==> src/rtl/cypher_pkg.sv <==
// ---------------------------------------------------------------------------
// cypher_pkg
// Shared definitions for the streaming cypher detector:
//   - state_t           : detector FSM encoding (IDLE / ARMED)
//   - DEF_*             : default symbol width, cypher length and counter width
//   - MAX_*             : upper bounds for the generic symbol-extract helper
//   - cypher_sym()      : returns symbol k of a packed cypher (symbol 0 in the
//                         least significant SYM_W bits)
// ---------------------------------------------------------------------------
package cypher_pkg;

    typedef enum logic {
        ST_IDLE  = 1'b0,
        ST_ARMED = 1'b1
    } state_t;

    localparam int DEF_SYM_W      = 4;
    localparam int DEF_CYPHER_LEN = 4;
    localparam int DEF_SUM_W      = 10;

    // Bounds for the helper below; callers zero-extend their cypher to
    // MAX_CYPHER_BITS and truncate the result back to their own SYM_W.
    localparam int MAX_SYM_W       = 32;
    localparam int MAX_CYPHER_BITS = 1024;

    function automatic logic [MAX_SYM_W-1:0] cypher_sym(
        input logic [MAX_CYPHER_BITS-1:0] cy,
        input int                         k,
        input int                         sym_w
    );
        logic [MAX_CYPHER_BITS-1:0] shifted;
        logic [MAX_SYM_W-1:0]       mask;
        shifted = cy >> (k * sym_w);
        mask    = (MAX_SYM_W'(1) << sym_w) - MAX_SYM_W'(1);
        return shifted[MAX_SYM_W-1:0] & mask;
    endfunction

endpackage : cypher_pkg

==> src/rtl/cypher_window.sv <==
// ---------------------------------------------------------------------------
// cypher_window
// Sliding window of the last CYPHER_LEN-1 accepted symbols, a saturating fill
// counter and the comparator that decides whether the symbol being accepted
// this cycle completes the cypher.
//
// Ports:
//   clock       in   rising-edge clock
//   reset       in   asynchronous active-low reset
//   accept      in   a symbol is accepted on this edge
//   flush       in   empty the window (fill=0) on this edge
//   overlap     in   1: keep sliding after a match, 0: restart after a match
//   sym_in      in   symbol being presented
//   cypher      in   latched cypher, symbol 0 in the low bits
//   match_next  out  combinational: this accepting edge completes the cypher
// ---------------------------------------------------------------------------
module cypher_window
    import cypher_pkg::*;
#(
    parameter int SYM_W      = DEF_SYM_W,
    parameter int CYPHER_LEN = DEF_CYPHER_LEN
) (
    input  logic                         clock,
    input  logic                         reset,
    input  logic                         accept,
    input  logic                         flush,
    input  logic                         overlap,
    input  logic [SYM_W-1:0]             sym_in,
    input  logic [SYM_W*CYPHER_LEN-1:0]  cypher,
    output logic                         match_next
);

    localparam int WIN_LEN = CYPHER_LEN - 1;
    localparam int FILL_W  = $clog2(CYPHER_LEN);
    localparam logic [FILL_W-1:0] FILL_FULL = FILL_W'(WIN_LEN);

    // Index 0 is the oldest symbol, index WIN_LEN-1 the newest.
    logic [SYM_W-1:0]      win_reg  [WIN_LEN];
    logic [SYM_W-1:0]      win_next [WIN_LEN];
    logic [FILL_W-1:0]     fill_reg;
    logic [FILL_W-1:0]     fill_next;
    logic [SYM_W-1:0]      cyp_sym  [CYPHER_LEN];
    logic [CYPHER_LEN-1:0] sym_eq;

    genvar gi;

    generate
        for (gi = 0; gi < CYPHER_LEN; gi++) begin : g_cyp_sym
            assign cyp_sym[gi] = SYM_W'(cypher_sym(MAX_CYPHER_BITS'(cypher), gi, SYM_W));
        end

        // Stored symbols line up with cypher symbols 0..CYPHER_LEN-2; the
        // incoming symbol is compared against the last cypher symbol.
        for (gi = 0; gi < WIN_LEN; gi++) begin : g_cmp
            assign sym_eq[gi] = (win_reg[gi] == cyp_sym[gi]);
        end
        assign sym_eq[CYPHER_LEN-1] = (sym_in == cyp_sym[CYPHER_LEN-1]);

        for (gi = 0; gi < WIN_LEN; gi++) begin : g_shift
            if (gi == WIN_LEN - 1) begin : g_tail
                assign win_next[gi] = sym_in;
            end else begin : g_body
                assign win_next[gi] = win_reg[gi+1];
            end
        end
    endgenerate

    // Symbols left over from before a flush are never compared because the
    // fill counter gates the match, so the shift register itself is not wiped.
    assign match_next = accept && (fill_reg == FILL_FULL) && (&sym_eq);

    always_comb begin
        fill_next = fill_reg;
        if (flush) begin
            fill_next = '0;
        end else if (accept) begin
            if (match_next && !overlap) begin
                fill_next = '0;
            end else if (fill_reg != FILL_FULL) begin
                fill_next = fill_reg + FILL_W'(1);
            end
        end
    end

    always_ff @(posedge clock or negedge reset) begin
        if (!reset) begin
            fill_reg <= '0;
            for (int i = 0; i < WIN_LEN; i++) begin
                win_reg[i] <= '0;
            end
        end else begin
            fill_reg <= fill_next;
            if (accept) begin
                for (int i = 0; i < WIN_LEN; i++) begin
                    win_reg[i] <= win_next[i];
                end
            end
        end
    end

endmodule : cypher_window

==> src/rtl/cypher_detector_stream.sv <==
// ---------------------------------------------------------------------------
// cypher_detector_stream
// Watches a stream of SYM_W-bit symbols for a latched CYPHER_LEN-symbol
// cypher and counts detections in a saturating counter with a sticky
// saturation flag.
//
// Ports:
//   clock        in   rising-edge clock
//   reset        in   asynchronous active-low reset
//   fullcypher   in   cypher to latch; symbol k at [k*SYM_W +: SYM_W]
//   cypher_load  in   latch fullcypher, arm detector, empty window
//   seq_input    in   incoming symbol
//   seq_valid    in   seq_input is valid this cycle
//   overlap      in   1: overlapping matches, 0: non-overlapping
//   clear        in   synchronous clear of sum, sat, window and hit
//   armed        out  cypher latched, symbols accepted
//   hit          out  one-cycle pulse per detection
//   sum          out  saturating detection count
//   sat          out  sticky: a detection arrived while sum was at max
// ---------------------------------------------------------------------------
module cypher_detector_stream
    import cypher_pkg::*;
#(
    parameter int SYM_W      = DEF_SYM_W,
    parameter int CYPHER_LEN = DEF_CYPHER_LEN,
    parameter int SUM_W      = DEF_SUM_W
) (
    input  logic                         clock,
    input  logic                         reset,
    input  logic [SYM_W*CYPHER_LEN-1:0]  fullcypher,
    input  logic                         cypher_load,
    input  logic [SYM_W-1:0]             seq_input,
    input  logic                         seq_valid,
    input  logic                         overlap,
    input  logic                         clear,
    output logic                         armed,
    output logic                         hit,
    output logic [SUM_W-1:0]             sum,
    output logic                         sat
);

    localparam logic [SUM_W-1:0] SUM_MAX = {SUM_W{1'b1}};

    state_t                        state_reg;
    state_t                        state_next;
    logic [SYM_W*CYPHER_LEN-1:0]   cypher_reg;
    logic                          hit_reg;
    logic [SUM_W-1:0]              sum_reg;
    logic                          sat_reg;
    logic                          accept;
    logic                          flush;
    logic                          match_next;

    // Load and clear both take priority over an incoming symbol.
    assign accept = (state_reg == ST_ARMED) && seq_valid && !cypher_load && !clear;
    assign flush  = cypher_load || clear;

    cypher_window #(
        .SYM_W      (SYM_W),
        .CYPHER_LEN (CYPHER_LEN)
    ) u_window (
        .clock      (clock),
        .reset      (reset),
        .accept     (accept),
        .flush      (flush),
        .overlap    (overlap),
        .sym_in     (seq_input),
        .cypher     (cypher_reg),
        .match_next (match_next)
    );

    // FSM: state register
    always_ff @(posedge clock or negedge reset) begin
        if (!reset) begin
            state_reg <= ST_IDLE;
        end else begin
            state_reg <= state_next;
        end
    end

    // FSM: next state. ARMED is only left through reset.
    always_comb begin
        state_next = state_reg;
        case (state_reg)
            ST_IDLE:  if (cypher_load) state_next = ST_ARMED;
            ST_ARMED: state_next = ST_ARMED;
            default:  state_next = ST_IDLE;
        endcase
    end

    // FSM: outputs
    always_comb begin
        armed = (state_reg == ST_ARMED);
    end

    always_ff @(posedge clock or negedge reset) begin
        if (!reset) begin
            cypher_reg <= '0;
        end else if (cypher_load) begin
            cypher_reg <= fullcypher;
        end
    end

    // match_next is already suppressed by clear, so hit drops on clear too.
    always_ff @(posedge clock or negedge reset) begin
        if (!reset) begin
            hit_reg <= 1'b0;
        end else begin
            hit_reg <= match_next;
        end
    end

    always_ff @(posedge clock or negedge reset) begin
        if (!reset) begin
            sum_reg <= '0;
            sat_reg <= 1'b0;
        end else if (clear) begin
            sum_reg <= '0;
            sat_reg <= 1'b0;
        end else if (match_next) begin
            if (sum_reg == SUM_MAX) begin
                sat_reg <= 1'b1;
            end else begin
                sum_reg <= sum_reg + SUM_W'(1);
            end
        end
    end

    assign hit = hit_reg;
    assign sum = sum_reg;
    assign sat = sat_reg;

endmodule : cypher_detector_stream
==> config.mk <==
export PLATFORM = sky130hd
export DESIGN_NAME = cypher_detector_stream
export DESIGN_NICKNAME = d
export VERILOG_FILES = /design/src/rtl/cypher_pkg.sv /design/src/rtl/cypher_window.sv /design/src/rtl/cypher_detector_stream.sv
export SDC_FILE = /design/constraint.sdc
export NUM_CORES = 1
export LEC_CHECK = 0
export ABC_AREA = 1
export BUFFER_PORTS_ARGS = -buffer_cell sky130_fd_sc_hd__buf_2
export CORE_MARGIN = 2
export CORE_UTILIZATION = 30
export DETAILED_ROUTE_END_ITERATION = 12
export HOLD_SLACK_MARGIN = 0.1
export PLACE_DENSITY = 0.48
export SYNTH_ARGS = -nofsm -noshare
export SYNTH_HDL_FRONTEND = slang
export SYNTH_SLANG_ARGS = --single-unit
export TNS_END_PERCENT = 5
==> constraint.sdc <==
create_clock -name clock -period 2.5 [get_ports clock]
set_input_delay 0.5 -clock clock [delete_from_list [all_inputs] [get_ports clock]]
set_output_delay 0.5 -clock clock [all_outputs]
set_load 0.03 [all_outputs]
==> results of run 1 <==
## kinds of logic (layout without fill, tap and decap cells)
kind of cell,after synthesis,in the layout
simple gates,179,179
buf+inv,52,94
flops,43,43
compound gates,38,38
xor+xnor,5,5
fa+ha+maj,2,2
## routing by layer
layer / part of all wire [%] / global-route usage [%]
met2: 43 / 21.8
met4: 1.2 / 4.60
met5: 0 / 0
met1: 52 / 19.8
met3: 3.9 / 2.93
## cell usage after synthesis
cell      number
nor2_2         2
dfrtp_1       43
or2_2          1
clkinv_2       1
nor3_2         1
xor2_1         3
clkbuf_1       5
buf_2          1
nor3b_1        1
nand4_1        4
xnor2_1        2
and3_1         1
o21ai_2        4
a21oi_1        3
nand3_4        1
and2_1         2
nand3b_2       1
o21ai_0       31
buf_6          1
ha_1           2
nand2_1      114
nor3_1         4
nand3_2        2
inv_1         44
nand2_4        1
nor2_4         2
nand3_1       13
nor2_1        29
## worst min-delay path by stage
stage / end / from
finish: sum[4] / reset
global route: sum[4] / reset
CTS: sum[3] / reset
detailed placement: u_window.fill_reg[1] / u_window.fill_reg[1]
global placement: u_window.fill_reg[1] / u_window.fill_reg[1]
floorplan: armed / reset
## cell type report
| type | count | area [µm²] |
|---|---|---|
| inverters | 45 | 170 |
| multi-input cells | 224 | 1060 |
| well taps | 102 | 128 |
| repair buffers | 41 | 213 |
| fillers | 850 | 4880 |
| flip-flops and latches | 43 | 1080 |
| clock inverters | 2 | 35.0 |
| clock buffers | 6 | 82.6 |
## worst max-delay path, stage by stage, from the launching register on
cell     delay [ps]
dfrtp_1         440
ha_1            230
nand3_2         100
nor2_2          140
nand2_1          90
nor3_2          190
nand2_1         130
nand3_4         130
nand2_4         140
nand2_1         110
o21ai_2          50
## where the power goes
group	internal, mW	switching, mW
sequential	0.764	0.0448
combinational	0.106	0.189
clock	0.324	0.249
total	1.19	0.483
## metrics by stage
step / setup slack, ps / util [%] / cell area (µm²) / instances
after floorplan: 568 / - / 2340 / 319
after global placement: 657 / 34.6 / 2650 / 455
after detailed placement: 632 / 34.6 / 2650 / 455
after CTS: 639 / 36.1 / 2760 / 463
after global routing: 428 / 36.1 / 2760 / 463
final: 653 / 36.1 / 2760 / 463
==> impl_metrics.env, run 1 <==
export IMPL_die_x_um=92.3
export IMPL_insertion_delay_ps=300
export IMPL_ctsHoldBuffers=0
export IMPL_antenna_found_initial=0
export IMPL_io_pin_count=39
export IMPL_yosysSeqAreaShare_pct=46.0
export IMPL_startpoint_type="flop"
export IMPL_globalplace_congestion=0.797
export IMPL_synthTopCellsByArea="dfrtp_1, nand2_1, inv_1"
export IMPL_rrSetupSlack_ps=650
export IMPL_syn_area_um2=2340
export IMPL_finalCritPeriodShare_pct=73.9
export IMPL_r2r_start="sum[0]"
export IMPL_critPathLaunch="sum[0]"
export IMPL_synth_compound_area_share_pct=8.77
export IMPL_hold_path_class="primary input to async pin"
export IMPL_worstMarginPinSlew_ps=568
export IMPL_layout_commonest_cell="nand2_1"
export IMPL_grt_usage_pct=14.1
export IMPL_ir_drop_mv=0.221
export IMPL_grt_start_max_net_pins=44
export IMPL_fin_setup_tns_ps=0
export IMPL_core_area_um2=7650
export IMPL_cp_required_ps=2700
export IMPL_drive_above_1_share_pct=18.0
export IMPL_fin_crit_ps=1850
export IMPL_first_pass_iters=4
export IMPL_synth_mux_area_share_pct=0
export IMPL_port_buffers=38
export IMPL_maxSlewHeadroom_pct=62.1
export IMPL_antennaDiodeCount=0
export IMPL_r2r_cells=10
export IMPL_worstPathMaxFanout=13
export IMPL_clk_pin_slew_ps=90
export IMPL_p_leak_nw=1.43
export IMPL_ant_nets=0
export IMPL_wl_per_cell_um=11.8
export IMPL_vias_per_cell=4.32
export IMPL_status="completed"
export IMPL_num_rows=32
export IMPL_crit_arrival_ps=2040
export IMPL_synthAdderAreaFrac_pct=1.07
export IMPL_cts_sinks=43
export IMPL_cellPowerDensity_nw_per_um2=607
export IMPL_whs_ps=257
export IMPL_dieHeight_um=92.3
export IMPL_largest_reg_flops=16
export IMPL_maxSlewViolCount=0
export IMPL_dieArea_um2=8520
export IMPL_synth_xor_xnor_area_share_pct=1.87
export IMPL_rsz0062_at_grt="no"
export IMPL_grt_pass1_wl_mm=9.60
export IMPL_synth_area_leader_cell="dfrtp_1"
export IMPL_max_cap_violations=0
export IMPL_postSynthAreaPerCell_um2=7.33
export IMPL_setup_worst_path_end_class="flop"
export IMPL_r2r_end="sum[4]"
export IMPL_drt_iter0_drc=93
export IMPL_critPathCapture="sum[4]"
export IMPL_synth_cell_types=28
export IMPL_netlist_instances=319
export IMPL_overflow=0
export IMPL_grt_pass1_vias=2034
export IMPL_layout_nets=388
export IMPL_yosys_area_share_simple_pct=33.5
export IMPL_cts_tree="done"
export IMPL_cts_root_buf="clkbuf_8"
export IMPL_final_cell_mix="nand2_1, inv_1, dfrtp_1"
export IMPL_synth_top_family_by_area="simple AND/OR/NAND/NOR gates"
export IMPL_synth_nets=347
export IMPL_cts_resized=0
export IMPL_cts_buffers=5
export IMPL_initial_core_util_pct=30.6
export IMPL_ys_warnings_count=0
export IMPL_clockBufferDepth=2
export IMPL_fin_skew_ps=8.86
export IMPL_route_vias_total=1998
export IMPL_synth_top_area_share_pct=46.0
export IMPL_drt_total_wl_mm=5.45
export IMPL_setup_viol=0
export IMPL_path_class="flop to flop"
export IMPL_drcViolationCount=0
export IMPL_totalPowerFinal_mw=1.68
export IMPL_htreeDepth=2
export IMPL_hpwlAfterDp_mm=4.02
export IMPL_fmax_mhz=541
export IMPL_hold_viol=0
export IMPL_ys_ff_latch=43
export IMPL_postCtsSetupBuffers=0
export IMPL_area_growth_pct=18.1
No activity file was read; power rests on OpenSTA's default activity.
==> run 2, diff against run 1 <==
Clock period 2.5 ns to 1.8 ns, I/O delays scaled along.
==> impl_metrics.env, run 2 (same netlist as run 1, synthesis figures left out) <==
export IMPL_crit_arrival_ps=1810
export IMPL_core_area_um2=7650
export IMPL_setup_worst_path_end_class="flop"
export IMPL_initial_core_util_pct=30.6
export IMPL_rrSetupSlack_ps=180
export IMPL_fmax_mhz=618
export IMPL_htreeDepth=2
export IMPL_insertion_delay_ps=300
export IMPL_setup_viol=0
export IMPL_fin_ws_ps=183
export IMPL_largest_reg_flops=16
export IMPL_globalplace_congestion=0.814
export IMPL_startpoint_type="flop"
export IMPL_cts_root_buf="clkbuf_8"
export IMPL_path_cells="ha_4, nand3_2, nor2_2, nand2_1, nor3_2, nand2_1, nand3_4, nand2_8, nand2_1, o21ai_2"
export IMPL_fin_skew_ps=9.03
export IMPL_critPathSlowestCell="dfrtp_2"
export IMPL_cts_tree="done"
export IMPL_hold_path_class="primary input to async pin"
export IMPL_drt_iter0_drc=125
export IMPL_final_cell_mix="nand2_1, inv_1, dfrtp_1"
export IMPL_overflow=0
export IMPL_layout_commonest_cell="nand2_1"
export IMPL_antennaDiodeCount=0
export IMPL_vias_per_cell=4.38
export IMPL_p_leak_nw=1.44
export IMPL_first_pass_iters=4
export IMPL_fill_cells=838
export IMPL_grt_usage_pct=14.4
export IMPL_placed_area_um2=2700
export IMPL_drt_total_wl_mm=5.53
export IMPL_cts_buffers=5
export IMPL_route_vias_total=2052
export IMPL_slowest_delay_ps=410
export IMPL_cp_top_family="simple AND/OR/NAND/NOR gates"
export IMPL_fin_setup_tns_ps=0
export IMPL_dieArea_um2=8520
export IMPL_cts_sinks=43
export IMPL_critPathCapture="sum[4]"
export IMPL_maxSlewViolCount=0
export IMPL_multi_input_area_um2=1080
export IMPL_cp_num_buf_inv=0
export IMPL_clockBufferDepth=2
export IMPL_clock_power_share_pct=27.8
export IMPL_r2r_start="sum[1]"
export IMPL_critPathLaunch="sum[1]"
export IMPL_finalCritPeriodShare_pct=89.8
export IMPL_p_seq_share_pct=52.5
export IMPL_power_internal_mw=1.48
export IMPL_drcViolationCount=0
export IMPL_dieHeight_um=92.3
export IMPL_ctsHoldBuffers=0
export IMPL_max_cap_violations=0
export IMPL_worstPathMaxFanout=13
export IMPL_grt_pass1_vias=2011
export IMPL_path_depth=10
export IMPL_p_sw_share_pct=30.7
export IMPL_worstMarginPinSlew_ps=559
export IMPL_maxSlewHeadroom_pct=62.7
export IMPL_clk_pin_slew_ps=90
export IMPL_ir_drop_mv=0.348
export IMPL_antenna_found_initial=0
export IMPL_cellPowerDensity_nw_per_um2=766
export IMPL_cp_required_ps=1990
export IMPL_fin_crit_ps=1620
export IMPL_port_buffers=38
export IMPL_wl_per_cell_um=11.8
export IMPL_stdcell_area_um2=2800
export IMPL_grt_start_max_net_pins=44
export IMPL_drive_above_1_share_pct=19.6
export IMPL_path_class="flop to flop"
export IMPL_grt_pass1_wl_mm=9.67
export IMPL_die_x_um=92.3
export IMPL_r2r_cells=10
export IMPL_p_comb_share_pct=19.7
export IMPL_critPathMostFrequentCell="nand2_1"
export IMPL_ant_nets=0
export IMPL_status="completed"
export IMPL_io_pin_count=39
export IMPL_area_growth_pct=19.6
export IMPL_r2r_end="sum[4]"
export IMPL_num_rows=32
export IMPL_layout_nets=395
export IMPL_p_sw_mw=0.658
export IMPL_ff_latch_area_um2=1080
export IMPL_hold_viol=0
export IMPL_post_place_ws_ps=128
export IMPL_hpwlAfterDp_mm=4.10
export IMPL_rsz0062_at_grt="no"
## run 2: changes by cell type in the layout (fill, tap and decap cells not counted), sizes merged
cell    previous run  this run
buf               41        48
bufinv             1         0
clkbuf             6         7
clkinv             2         1
## run 2: repair_timing
item | CTS | global route
gates resized for setup | 0 | 1
endpoints found under the hold margin | 0 | 0
endpoints found under the setup margin | 0 | 8
setup buffers | 0 | 2
## run 2: how the worst min path moves through the flow
stage	to	depth (start not counted)	start
final	u_window.win_next[5]	2	reset
after global routing	cypher_reg[2]	2	reset
after CTS	cypher_reg[11]	2	reset
after detailed placement	u_window.fill_reg[1]	2	u_window.fill_reg[1]
after global placement	u_window.fill_reg[1]	2	u_window.fill_reg[1]
after floorplan	armed	0	reset
## run 2: cell type report
| cell class | instances | area share [%] |
|---|---|---|
| clock buffers | 7 | 2.73 |
| inverters | 45 | 6.08 |
| multi-input cells | 224 | 38.6 |
| flip-flops and latches | 43 | 38.6 |
| well taps | 102 | 4.56 |
| repair buffers | 48 | 9.48 |
## run 2: worst register-to-register path, stage by stage, from the launching register on
cell and delay, ps:
dfrtp_2 410, ha_4 150, nand3_2 80, nor2_2 140, nand2_1 90, nor3_2 140, nand2_1 110, nand3_4 130
nand2_8 110, nand2_1 100, o21ai_2 50
## run 2: power groups by stage
stage,Sequential (mW),Combinational [mW],Clock (mW)
after floorplan,1.14,0.285,0
after global placement,1.14,0.425,0
after detailed placement,1.14,0.427,0
after CTS,1.13,0.429,0.625
after global routing,1.14,0.497,0.658
final,1.12,0.421,0.596
## run 2: metrics by stage
step	hold slack (ps)	total power [mW]	instances	utilization [%]
floorplan	64.4	1.42	319	-
global placement	459	1.57	460	35.3
detailed placement	469	1.57	460	35.3
CTS	160	2.18	467	36.3
global route	192	2.30	469	36.6
finish	134	2.14	469	36.6
## run 2: layer usage
layer | global-route usage, % | vias up | wire (µm)
met1 | 19.9 | 938 | 2750
met5 | 0 | - | 0
met3 | 3.01 | 4 | 175
li1 | - | 1077 | -
met4 | 4.98 | 0 | 87
met2 | 22.3 | 33 | 2520
==> run 3, diff against run 2 <==
Settings changed: PLACE_DENSITY 0.48 to 0.5.
Clock period 1.8 ns to 1.3 ns, I/O delays scaled along.
==> impl_metrics.env, run 3 (same netlist as run 1, synthesis figures left out) <==
export IMPL_whs_ps=153
export IMPL_first_pass_iters=4
export IMPL_num_rows=32
export IMPL_rsz0062_at_grt="yes"
export IMPL_placed_area_um2=3130
export IMPL_failed_checks="setup timing"
export IMPL_hp_start="fullcypher[9]"
export IMPL_vias_per_cell=4.26
export IMPL_p_sw_mw=1.02
export IMPL_largest_reg_flops=16
export IMPL_fin_setup_tns_ps=-3690
export IMPL_max_cap_violations=0
export IMPL_cts_buffers=5
export IMPL_globalplace_congestion=0.791
export IMPL_clock_power_share_pct=30.8
export IMPL_r2r_end="sum[3]"
export IMPL_p_leak_nw=1.77
export IMPL_dieArea_um2=8520
export IMPL_clk_pin_slew_ps=90
export IMPL_p_sw_share_pct=29.4
export IMPL_top_usage_layer="met2"
export IMPL_antenna_found_initial=0
export IMPL_core_area_um2=7650
export IMPL_area_growth_pct=45.0
export IMPL_hpwlAfterDp_mm=4.31
export IMPL_fin_skew_ps=10.2
export IMPL_layout_nets=453
export IMPL_grtUsageMet2_pct=25.6
export IMPL_wl_per_cell_um=11.3
export IMPL_die_x_um=92.3
export IMPL_setup_worst_path_end_class="flop"
export IMPL_fin_crit_ps=1630
export IMPL_route_vias_total=2250
export IMPL_htreeDepth=2
export IMPL_post_place_ws_ps=-288
export IMPL_clockBufferDepth=2
export IMPL_fin_ws_ps=-335
export IMPL_antennaDiodeCount=0
export IMPL_cp_num_buf_inv=0
export IMPL_critPathSlowestCell="dfrtp_2"
export IMPL_power_internal_mw=2.45
export IMPL_holdPathStages=3
export IMPL_startpoint_type="flop"
export IMPL_p_comb_share_pct=24.5
export IMPL_grt_pass1_vias=2198
export IMPL_io_pin_count=39
export IMPL_ir_drop_mv=0.464
export IMPL_crit_arrival_ps=1830
export IMPL_status="finished, violations left"
export IMPL_initial_core_util_pct=30.6
export IMPL_fmax_mhz=612
export IMPL_path_depth=10
export IMPL_path_class="flop to flop"
export IMPL_cts_root_buf="clkbuf_8"
export IMPL_whs_endpoint="cypher_reg[9]"
export IMPL_r2r_cells=10
export IMPL_p_seq_share_pct=44.8
export IMPL_slowest_delay_ps=400
export IMPL_cp_top_family="simple AND/OR/NAND/NOR gates"
export IMPL_cellPowerDensity_nw_per_um2=1020
export IMPL_grt_start_max_net_pins=44
export IMPL_port_buffers=38
export IMPL_rrSetupSlack_ps=-330
export IMPL_r2r_start="sum[1]"
export IMPL_drt_total_wl_mm=5.98
export IMPL_cts_tree="done"
export IMPL_dieHeight_um=92.3
export IMPL_final_cell_mix="nand2_1, buf_4, inv_1"
export IMPL_path_cells="ha_4, nand3_4, nor2_4, nand2_2, nor3_4, nand2_2, nand3_4, nand2_8, nand2_1, o21ai_2"
export IMPL_worstMarginPinSlew_ps=372
export IMPL_drive_above_1_share_pct=35.0
export IMPL_grt_pass1_wl_mm=10.0
export IMPL_cts_sinks=43
export IMPL_setup_viol=13
export IMPL_grt_use_met3_pct=3.09
export IMPL_hold_path_class="primary input to flop"
export IMPL_grt_use_met1_pct=18.8
export IMPL_cp_required_ps=1500
export IMPL_drcViolationCount=0
export IMPL_ant_nets=0
export IMPL_layout_commonest_cell="nand2_1"
export IMPL_maxSlewViolCount=0
export IMPL_overflow=0
export IMPL_drt_iter0_drc=66
export IMPL_maxSlewHeadroom_pct=75.2
export IMPL_postLayoutCoreUtil_pct=44.4
export IMPL_insertion_delay_ps=300
export IMPL_finalCritPeriodShare_pct=126
export IMPL_hold_viol=0
export IMPL_worstPathMaxFanout=7
export IMPL_stdcell_area_um2=3390
export IMPL_grt_usage_pct=14.8
-- run 3: cell types whose count changed in the layout (fill, tap and decap cells not counted), sizes merged --
cell         delta
buf            +56
nand2           +1
dlygate4sd3     +1
bufinv          +1
clkinv          +2
clkbuf          -2
-- run 3: worst max-delay path by stage --
stage	startpoint	endpoint	slack, ps
CTS	sum[0]	sum[3]	-290
detailed placement	sum[0]	sum[3]	-290
global route	sum[0]	sum[7]	-470
global placement	sum[0]	sum[0]	-240
finish	sum[1]	sum[3]	-330
floorplan	sum[0]	sum[6]	-480
-- run 3: per-stage QoR --
stage	power, mW	instances
global placement	2.39	516
finish	3.47	528
CTS	3.49	525
detailed placement	2.39	516
global route	3.72	528
floorplan	1.97	319
-- run 3: worst register-to-register path: cells and delay by family (launching register included) --
kind / cells / cell delay [ps]
simple gates: 8 / 930
flops: 1 / 400
fa+ha+maj: 1 / 160
compound gates: 1 / 50
-- run 3: area by class of cell --
type                    instances  area [µm²]
multi-input cells             225        1160
clock buffers                   5        68.8
repair buffers                105         741
well taps                     102         128
flip-flops and latches         43        1080
clock inverters                 3        43.8
fillers                       801        4260
inverters                      45         170
-- run 3: power groups by stage --
| stage | Combinational [mW] | Clock [mW] | Sequential [mW] |
|---|---|---|---|
| after detailed placement | 0.812 | 0 | 1.58 |
| after global routing | 0.978 | 1.16 | 1.57 |
| after global placement | 0.809 | 0 | 1.58 |
| after CTS | 0.828 | 1.11 | 1.56 |
| after floorplan | 0.395 | 0 | 1.57 |
| final | 0.850 | 1.07 | 1.56 |
-- run 3: repair_timing --
item	in CTS	in global routing
endpoints found under the hold margin	43	0
buffers inserted	0	2
cloned	0	1
gates resized for setup	8	26
pin swaps	0	7
hold buffers	1	0
endpoints found under the setup margin	17	21
-- run 3: per-layer routing --
metal  vias to the layer above  wire, µm
li1                       1199         -
met1                      1009      2810
met2                        36      2900
met3                         6       207
met4                         0        64
met5                         -         0
